<file path="config.mk">
export PLATFORM = sky130hd
export DESIGN_NAME = imem_stream_loader
export DESIGN_NICKNAME = d
export VERILOG_FILES = /design/src/rtl/imem_stream_loader.sv
export SDC_FILE = /design/constraint.sdc
export NUM_CORES = 1
export LEC_CHECK = 0
export BUFFER_PORTS_ARGS = -buffer_cell sky130_fd_sc_hd__buf_2
export CORE_MARGIN = 2
export CORE_UTILIZATION = 55
export DETAILED_ROUTE_END_ITERATION = 16
export GPL_ROUTABILITY_DRIVEN = 1
export PLACE_DENSITY = 0.78
export SETUP_SLACK_MARGIN = 0.15
export SLEW_MARGIN = 20
export SYNTH_ARGS = -nofsm -noshare
export SYNTH_HDL_FRONTEND = slang
export SYNTH_SLANG_ARGS = --single-unit
</file>
<file path="constraint.sdc">
create_clock -name clk -period 2.5 [get_ports clk]
set_clock_uncertainty 0.1 [all_clocks]
set_input_delay 0.5 -clock clk [delete_from_list [all_inputs] [get_ports clk]]
set_output_delay 0.5 -clock clk [all_outputs]
set_load 0.1 [all_outputs]
</file>
<file path="src/rtl/imem_stream_loader.sv">
// Boot loader: takes a framed byte stream (16-bit word count, big-endian data words,
// XOR checksum), writes the words into instruction memory and stalls the CPU until the frame checks good.
module imem_stream_loader #(
    parameter int ADDR_WIDTH = 8
) (
    input  logic                  clk,
    input  logic                  reset,
    input  logic                  in_valid,
    input  logic [7:0]            in_data,
    output logic                  in_ready,
    input  logic                  reload,
    output logic                  imem_we,
    output logic [ADDR_WIDTH-1:0] imem_addr,
    output logic [31:0]           imem_wdata,
    output logic                  cpu_hold,
    output logic                  load_done,
    output logic                  load_error,
    output logic [ADDR_WIDTH:0]   words_loaded
);

    localparam logic [16:0] DEPTH = 17'(1) << ADDR_WIDTH;

    typedef enum logic [2:0] {
        S_CNT_HI,
        S_CNT_LO,
        S_DATA,
        S_CHK,
        S_DONE,
        S_ERROR
    } state_t;

    state_t              state;
    state_t              state_next;
    logic [15:0]         count;
    logic [7:0]          acc;
    logic [1:0]          byte_idx;
    logic [23:0]         word_buf;
    logic                accept;
    logic                last_word;
    logic [ADDR_WIDTH:0] words_inc;
    logic [16:0]         new_count;

    assign accept    = in_valid & in_ready;
    assign words_inc = words_loaded + {{ADDR_WIDTH{1'b0}}, 1'b1};
    assign new_count = {1'b0, count[15:8], in_data};
    assign last_word = (17'(words_inc) == {1'b0, count});

    always_comb begin
        state_next = state;
        in_ready   = 1'b0;
        cpu_hold   = 1'b1;
        load_done  = 1'b0;
        load_error = 1'b0;
        case (state)
            S_CNT_HI: begin
                in_ready = 1'b1;
                if (in_valid) state_next = S_CNT_LO;
            end
            S_CNT_LO: begin
                in_ready = 1'b1;
                if (in_valid) begin
                    if (new_count > DEPTH)       state_next = S_ERROR;
                    else if (new_count == 17'd0) state_next = S_CHK;
                    else                         state_next = S_DATA;
                end
            end
            S_DATA: begin
                in_ready = 1'b1;
                if (in_valid && byte_idx == 2'd3 && last_word) state_next = S_CHK;
            end
            S_CHK: begin
                in_ready = 1'b1;
                if (in_valid) state_next = (in_data == acc) ? S_DONE : S_ERROR;
            end
            S_DONE: begin
                cpu_hold  = 1'b0;
                load_done = 1'b1;
                if (reload) state_next = S_CNT_HI;
            end
            S_ERROR: begin
                load_error = 1'b1;
                if (reload) state_next = S_CNT_HI;
            end
            default: state_next = S_CNT_HI;
        endcase
    end

    always_ff @(posedge clk) begin
        if (reset) begin
            state        <= S_CNT_HI;
            count        <= '0;
            acc          <= '0;
            byte_idx     <= '0;
            word_buf     <= '0;
            imem_we      <= 1'b0;
            imem_addr    <= '0;
            imem_wdata   <= '0;
            words_loaded <= '0;
        end else begin
            state   <= state_next;
            imem_we <= 1'b0;
            case (state)
                S_CNT_HI: if (accept) count[15:8] <= in_data;
                S_CNT_LO: if (accept) count[7:0]  <= in_data;
                S_DATA: begin
                    if (accept) begin
                        acc      <= acc ^ in_data;
                        byte_idx <= byte_idx + 2'd1;
                        // The first three bytes of a word are buffered; the fourth completes the write.
                        if (byte_idx == 2'd3) begin
                            imem_we      <= 1'b1;
                            imem_addr    <= words_loaded[ADDR_WIDTH-1:0];
                            imem_wdata   <= {word_buf, in_data};
                            words_loaded <= words_inc;
                        end else begin
                            word_buf <= {word_buf[15:0], in_data};
                        end
                    end
                end
                S_DONE, S_ERROR: begin
                    if (reload) begin
                        count        <= '0;
                        acc          <= '0;
                        byte_idx     <= '0;
                        word_buf     <= '0;
                        words_loaded <= '0;
                    end
                end
                default: ;
            endcase
        end
    end

endmodule
</file>
After elaboration in Yosys (flattened, before gate mapping) --
Cells that the tools add are included.
Storage, ports and cells: bits in registers 103, word-level logic and storage cells 84
Cells by class: add/subtract/negate cells 2, $lt $le $gt $ge 1, equal/unequal tests 18, multiplexer cells 32, bitwise gates (word level) 4, reductions and logical operators 17
Operators by type and width (number):
- $mux W24 | 3
- $pmux W24 S2 | 1
- $pmux W8 S2 | 3
- $mux W9 | 3
- $mux W8 | 3
- $mux W3 | 6
- $ne A2 B2 Y1 const B | 9
- $pmux W9 S2 | 1
- $logic_not A17 Y1 | 1
- $eq A9 B16 Y1 | 1
- $gt A16 B9 Y1 const B | 1
- $mux W16 | 1
- $pmux W3 S5 | 1
- $reduce_and A3 Y1 | 4
- $add A9 B1 Y9 const B | 1
- $eq A8 B8 Y1 | 1
- $reduce_and A4 Y1 | 2
- $xor A8 B8 Y8 | 1
- $mux W1 | 7
- $eq A3 B2 Y1 const B | 2
- $eq A3 B3 Y1 const B | 2
- $reduce_bool A2 Y1 | 3
- $reduce_and A5 Y1 | 1
- $mux W2 | 2
- other kinds (12) | 14

Depth between registers and ports, before layout --
Gate-level depths: netlist of run 1.
depth in word-level cells 6, depth in mapped cells 8, mapped depth without buffers 7

Least setup slack after synthesis of run 1 --
No wires, ideal clock.
path kind reg2out, start point register state[1], end point output port load_done, arrival 2473 ps, slack -573 ps, stages on the path, launching flop included 6, buffers on the path 2, cell sequence dfxtp_1 -> buf_2 -> and2b_1 -> clkbuf_1 -> nand2b_1 -> inv_1
Between the ends: longest elaborated chain between the ends 2
Ends and longest elaborated chain:
- start, declared | RTL line 32 | state_t state;
- start signal, assigned | RTL line 100 | state <= state_next;
- $eq A3 B3 Y1 | RTL line 54 | case (state)
- $mux W1 | RTL line 54
- end, declared | RTL line 16 | output logic load_done,
No other way between the ends.

Worst setup path in the final report of run 1 --
start point register state[2], end point output port load_done
The elaborated chain is that of the path after synthesis.

==> run metrics, run 1 <==
Final period util 91.0%; clock sink count 103; vias in the first global route approximately 3500; htree depth 3; CTS clk-pin slew, worst paths between 0.1 and 0.15 ns; EDFF count, synth 0; synth top area cells dfxtp_1 48%, nand2_1 11%, a21oi_1 11%, nor2_1 3.7%, nand3_1 3.5%; Fin. Hold Viols 0; FILL cells 673; area of the multi-input gates 2010 sq um; Rows 32; Flop pwr share between 50 and 60%; via count roughly 4000; static leakage around 1.9 nW; crit path kind register to output pin; Global Route Usage Sum 24.2%; Yosys top cell area share 48.1%; Initial Utilization 56.1%; pin count of the biggest net entering global routing 60; max cap viols 0; core area between 7000 and 8000 sq um; CTS buffer count 9; setup_tns 0 ns; ANT nets after route 0; initial DRC count between 300 and 400; most frequent cell after synthesis nand2_1; nets@finish about 600; post-DP HPWL approximately 7 mm; synthesized cell area 4290 sq um; grt ovf 0; Post-CTS Setup Bufs 0; share of async-settable or async-resettable flops after synthesis 0%; Max VDD drop roughly 410 uV; sequential area share after synthesis around half; Clock power frac between 30 and 40%; fin crit period approximately 2.3 ns; Net Sw Power about 0.0009 W; CP Max Fanout 11; Reg area 2070 sq um; Rel. slew slack approximately 61%; vias per inst between 5 and 6; RSZ-0062 raised after global routing no; internal power ~0.0022 W; synthesized area per cell roughly 7.9 sq um; Worst Path Arrival 1.67 ns; final setup violation count 0; Routed WL 10.2 mm; Sw Share between 20% and 30%; pwr/cell area about 640 nW/um^2; diode count 0; Pins Over Slew Limit 0; Layout Cells excl Fill 696; Worst EP required 1.90 ns; status finished clean; clk buf depth 2; CP Launch Type register; largest area contributor in the netlist dfxtp_1; most frequent cells after synthesis 124 x nand2_1, 103 x dfxtp_1, 90 x a21oi_1; top_reg_cell synth dfxtp_1; gpl congestion 0.915; chip height a little over 90 um; CTS root buf clkbuf_8; number of synthesized register bits ~100; DRC 0; Netlist cell types 42; Cells after Synth between 500 and 600; WL per Instance roughly 15 um; combinational share of power between 10% and 20%; Post-CTS Hold Fix Bufs 0; post-cts resize count 1; die area ~8500 sq um; dpl cells 680; global-route wire length before repair approximately 17 mm; P&R area growth vs syn 13.7%; f_max roughly 0.44 GHz; Min-Delay Path Class input port to register; DRT Pass-1 Iters 5; die extent in x 92.3 um; Worst-Skew Late Latency 0.38 ns; layout cells sized above 1 18.5%; port bufs 65; # IOs 66; Worst-Margin Slew ~0.6 ns; syn nets about 560; CTS tree done; initial antenna violation count 0; Synth warnings 0; CP Capture Type output pin
-- sequential cells by signal (all words and copies together) (netlist names) --
register / flops
imem_we: 1
acc: 8
word_buf: 24
words_loaded: 9
imem_wdata: 32
state: 3
count: 16
byte_idx: 2
imem_addr: 8
-- layer usage --
| layer | GRT usage, % | up-vias | wire, um | part of all wire [%] |
|---|---|---|---|---|
| met4 | 9.45 | 0 | 193 | 1.9 |
| li1 | - | 1944 | - | - |
| met1 | 33.7 | 1838 | 4660 | 46 |
| met5 | 0 | - | 0 | 0 |
| met2 | 38.1 | 146 | 4690 | 46 |
| met3 | 3.82 | 21 | 657 | 6.4 |
-- per-stage QoR --
stage	cell area (sq um)	setup slack, ns	power (W)	util (%)	hold slack (ns)
6_report	4880	0.226	0.00311	63.8	0.353
5_1_grt	4880	0.189	0.00322	63.8	0.355
4_1_cts	4870	0.149	0.00312	63.7	0.340
3_5_place_dp	4660	0.312	0.00208	60.9	0.343
3_3_place_gp	4660	0.369	0.00207	60.9	0.339
2_1_floorplan	4300	-0.0533	0.00200	-	0.332
-- power by group through the flow --
stage | registers (W) | logic, W | clock network [W]
floorplan | 0.00174 | 0.000263 | 0
global placement | 0.00175 | 0.000321 | 0
detailed placement | 0.00175 | 0.000328 | 0
CTS | 0.00172 | 0.000333 | 0.00107
global route | 0.00172 | 0.000369 | 0.00113
finish | 0.00172 | 0.000338 | 0.00105
-- area by class of cell --
type / count / share of cell area, %
timing repair buffer: 79 / 8.98
sequential: 103 / 42.5
multi-input combinational: 392 / 41.2
tap: 102 / 2.62
clock buffer: 9 / 2.54
clock inverter: 7 / 1.77
inverter: 4 / 0.385
-- kinds of logic (layout without fill, tap and decap cells) --
group / after synthesis / after routing / synth area share, %
xor+xnor: 19 / 19 / 3.88
mux: 1 / 1 / 0.263
simple gates: 234 / 234 / 24.1
fa+ha+maj: 2 / 2 / 0.584
compound gates: 136 / 136 / 17.9
flops: 103 / 103 / 48.1
buf+inv: 49 / 99 / 5.11
-- path summary, 6_finish.rpt --
kind	from	end	slack [ns]	depth (start not counted)
setup / recovery	state[2]	load_done	0.23	4
hold / removal	in_data[4]	imem_wdata[4]	0.35	3
setup reg to reg	words_loaded[0]	state[0]	0.40	6
hold reg to reg	imem_wdata[5]	imem_wdata[5]	0.36	2
-- critical path, cell delays in order, from the launching register on --
cell	delay, ns
dfxtp_1	0.57
and2b_1	0.23
nand2b_2	0.10
clkinvlp_4	0.07
clkbuf_4	0.31
-- placed cells by master, fill, tap and decap left out, types with 2 or more instances in the layout --
cell type / Yosys / final
nand2_1: 124 / 124
dfxtp_1: 103 / 96
a21oi_1: 90 / 90
buf_2: 19 / 62
nor2_1: 42 / 42
nand3_1: 30 / 30
a22oi_1: 17 / 17
o21ai_0: 15 / 15
buf_4: 1 / 15
xor2_1: 12 / 12
nand3b_1: 9 / 9
clkbuf_8: 0 / 9
nor3_1: 7 / 7
xnor2_1: 7 / 7
dfxtp_2: 0 / 7
nor4_1: 6 / 6
inv_1: 4 / 3
o21ai_1: 3 / 3
clkinv_8: 0 / 3
and2_1: 3 / 2
nand4_1: 2 / 2
a211o_1: 2 / 2
nand2b_1: 3 / 2
ha_1: 2 / 2
inv_6: 0 / 2
clkbuf_4: 0 / 2
Power figures use the tool's default switching activity.
==> inputs of run 2 (changes only) <==
--- a/config.mk
+++ b/config.mk
@@ -6,6 +6,7 @@
 export NUM_CORES = 1
 export LEC_CHECK = 0
 export BUFFER_PORTS_ARGS = -buffer_cell sky130_fd_sc_hd__buf_2
+export CORE_ASPECT_RATIO = 1.4
 export CORE_MARGIN = 2
 export CORE_UTILIZATION = 55
 export DETAILED_ROUTE_END_ITERATION = 16
==> constraint.sdc (replaced) <==
create_clock -name clk -period 2.5 [get_ports clk]
set_clock_uncertainty 0.1 [all_clocks]
set_input_delay 0.125 -clock clk [delete_from_list [all_inputs] [get_ports clk]]
set_output_delay 0.125 -clock clk [all_outputs]
set_load 0.1 [all_outputs]
==> run 2 against run 1 <==
Against the previous run: combinational power barely moved; cell area rose by 0.64%; final cell count fell by 0.14%; non-clock buffer count rose by 3; sequential cell count did not move; clock power fell by 4%; sequential share of layout area fell by 0.42 points; die area rose by 0.12%; largest power group unchanged.
==> run metrics, run 2 (synthesized netlist as in run 1, its figures left out) <==
Net Sw Power 0.000800 W (-13%); sequence of cells on the critical path ha_1 -> a21oi_1 -> a211o_1 -> a21o_1 -> a41oi_2 -> mux2_1; beginning of the worst hold path in_data[4]; internal power 0.00227 W (+3.7%); ANT nets after route 0 (unchanged); CP Max Fanout 11 (unchanged); Critical Path End state[0]; worst reg2reg path depth 6 (unchanged); Top reg by flops imem_wdata; vias per inst 5.58 (-1.7%); slowest stage delay, CP 0.50 ns (-0.07 ns); pwr/cell area 626 nW/um^2 (-1.8%); post-route cell area 4910 sq um (+0.64%); crit path kind register to register; Worst Path Arrival 2.39 ns (+0.72 ns); via count 3875 (-1.9%); max FFs per register 32 (unchanged); # IOs 66 (unchanged); CTS root buf clkbuf_8; clock sink count 103 (unchanged); clk buf depth 2 (unchanged); Clock power frac 33.0% (-0.8 points); Final period util 89.6% (-1.3 points); fin crit period 2.24 ns (-0.0328 ns); r2r startpoint words_loaded[0]; die area 8530 sq um (+0.12%); DRC 0 (unchanged); max cap viols 0 (unchanged); core area 7650 sq um (about the same); biggest regs imem_wdata x32, word_buf x24, count x16; chip height 108 um (+18%); static leakage 1.88 nW (+0.82%); Rows 38 (+19%); slowest stage cell, crit path dfxtp_1; nets@finish 606 (+0.50%); Initial Utilization 56.0% (about the same); combinational share of power 11.1% (+0.2 points); Worst-Margin Slew 0.820 ns (+0.229 ns); Worst EP required 2.65 ns (+0.75 ns); Layout Cells excl Fill 695 (-0.14%); CP Depth 6 (+2); CTS clk-pin slew, worst paths 0.09 ns (-0.02 ns); Max VDD drop 433 uV (+5.2%); CP Capture Type register; die extent in x 78.6 um (-15%); RSZ-0062 raised after global routing no; Fin. Hold Viols 0 (unchanged); status finished clean; Post-CTS Setup Bufs 0 (unchanged); initial antenna violation count 0 (unchanged); Sw Share 26.0% (-3.5 points); layout cells sized above 1 16.6% (-1.9 points); CTS tree done; htree depth 3 (unchanged); Rel. slew slack 45.4% (-15 points); gpl congestion 0.877 (-4.2%); Worst Path Buf+Inv 0 (-2); f_max 0.446 GHz (+1.5%); DRT Pass-1 Iters 4 (-1); global-route wire length before repair 16.5 mm (-0.95%); Flop pwr share 55.9% (+0.6 points); Global Route Usage Sum 24.4% (+0.16 points); flop-to-flop setup slack 0.26 ns (-0.14 ns); Post-DP Area 4670 sq um (+0.32%); worst slack, placed 0.295 ns (-0.0164 ns); CTS buffer count 9 (unchanged); vias in the first global route 3519 (-0.37%); grt ovf 0 (unchanged); post-cts resize count 0 (-1); initial DRC count 329 (+5.8%); dpl cells 676 (-0.59%); WL per Instance 14.2 um (-2.8%); post-DP HPWL 6.79 mm (-0.12%); P&R area growth vs syn 14.4%; Worst-Skew Late Latency 0.36 ns (-0.02 ns); port bufs 65 (unchanged); Routed WL 9.90 mm (-2.9%); Setup WS post-layout 0.259 ns (+0.0328 ns); commonest non-fill, non-tap cell in the layout nand2_1; diode count 0 (unchanged); commonest non-fill, non-tap cells in the layout 123 x nand2_1, 102 x dfxtp_1, 90 x a21oi_1, 65 x buf_2, 42 x nor2_1; pin count of the biggest net entering global routing 48 (-20%); delay-heaviest family, CP compound AO/OA/AOI/OAI gates; Worst Setup SP words_loaded[0]; Reg2Reg Capture Point state[0]; setup_tns 0 ns (unchanged); Min-Delay Path Class input port to register; CP Launch Type register; Pins Over Slew Limit 0 (unchanged); final setup violation count 0 (unchanged)
run 2: worst reg2reg max path: stages (launching register included):
cell	delay, ns
dfxtp_1	0.50
ha_1	0.43
a21oi_1	0.16
a211o_1	0.30
a21o_1	0.19
a41oi_2	0.12
mux2_1	0.34
run 2: how the worst min path moves through the flow:
| stage | endpoint | slack, ns | cells after the start |
|---|---|---|---|
| global route | word_buf[5] | 0.03 | 3 |
| global placement | imem_addr[4] | 0.34 | 2 |
| CTS | word_buf[4] | 0.006 | 3 |
| detailed placement | imem_wdata[6] | 0.34 | 2 |
| finish | imem_wdata[4] | 0.02 | 3 |
| floorplan | state[0] | 0.25 | 2 |
run 2: stage by stage:
step                hold WS, ns  utilization, %  power [W]
floorplan                 0.251               -    0.00200
global placement          0.339            61.0    0.00207
detailed placement        0.345            61.0    0.00208
CTS                     0.00552            64.1    0.00309
global route             0.0329            64.1    0.00318
finish                   0.0230            64.1    0.00307
run 2: layer usage:
| layer | global-route usage (%) | vias to the layer above | routed length (um) |
|---|---|---|---|
| met5 | 0 | - | 0 |
| met4 | 11.4 | 0 | 239 |
| met3 | 3.76 | 19 | 452 |
| met2 | 40.6 | 114 | 4930 |
| met1 | 31.0 | 1812 | 4280 |
| li1 | - | 1930 | - |
run 2: power by group through the flow:
stage	Sequential (W)	Clock, W	Combinational (W)
2_1_floorplan	0.00174	0	0.000263
6_report	0.00172	0.00101	0.000341
3_3_place_gp	0.00175	0	0.000322
3_5_place_dp	0.00175	0	0.000332
5_1_grt	0.00172	0.00108	0.000378
4_1_cts	0.00171	0.00104	0.000339
run 2: final cells by class:
type | instances | area (sq um)
multi-input cells | 392 | 2010
repair buffers | 82 | 503
clock inverters | 3 | 43.8
clock buffers | 11 | 141
fillers | 678 | 2750
well taps | 100 | 125
inverters | 4 | 18.8
flip-flops and latches | 103 | 2060
run 2: what timing repair did:
| item | in CTS | in global routing |
|---|---|---|
| hold endpoints to repair | 5 | 0 |
| hold buffers | 5 | 0 |
| setup endpoints to repair | 0 | 0 |
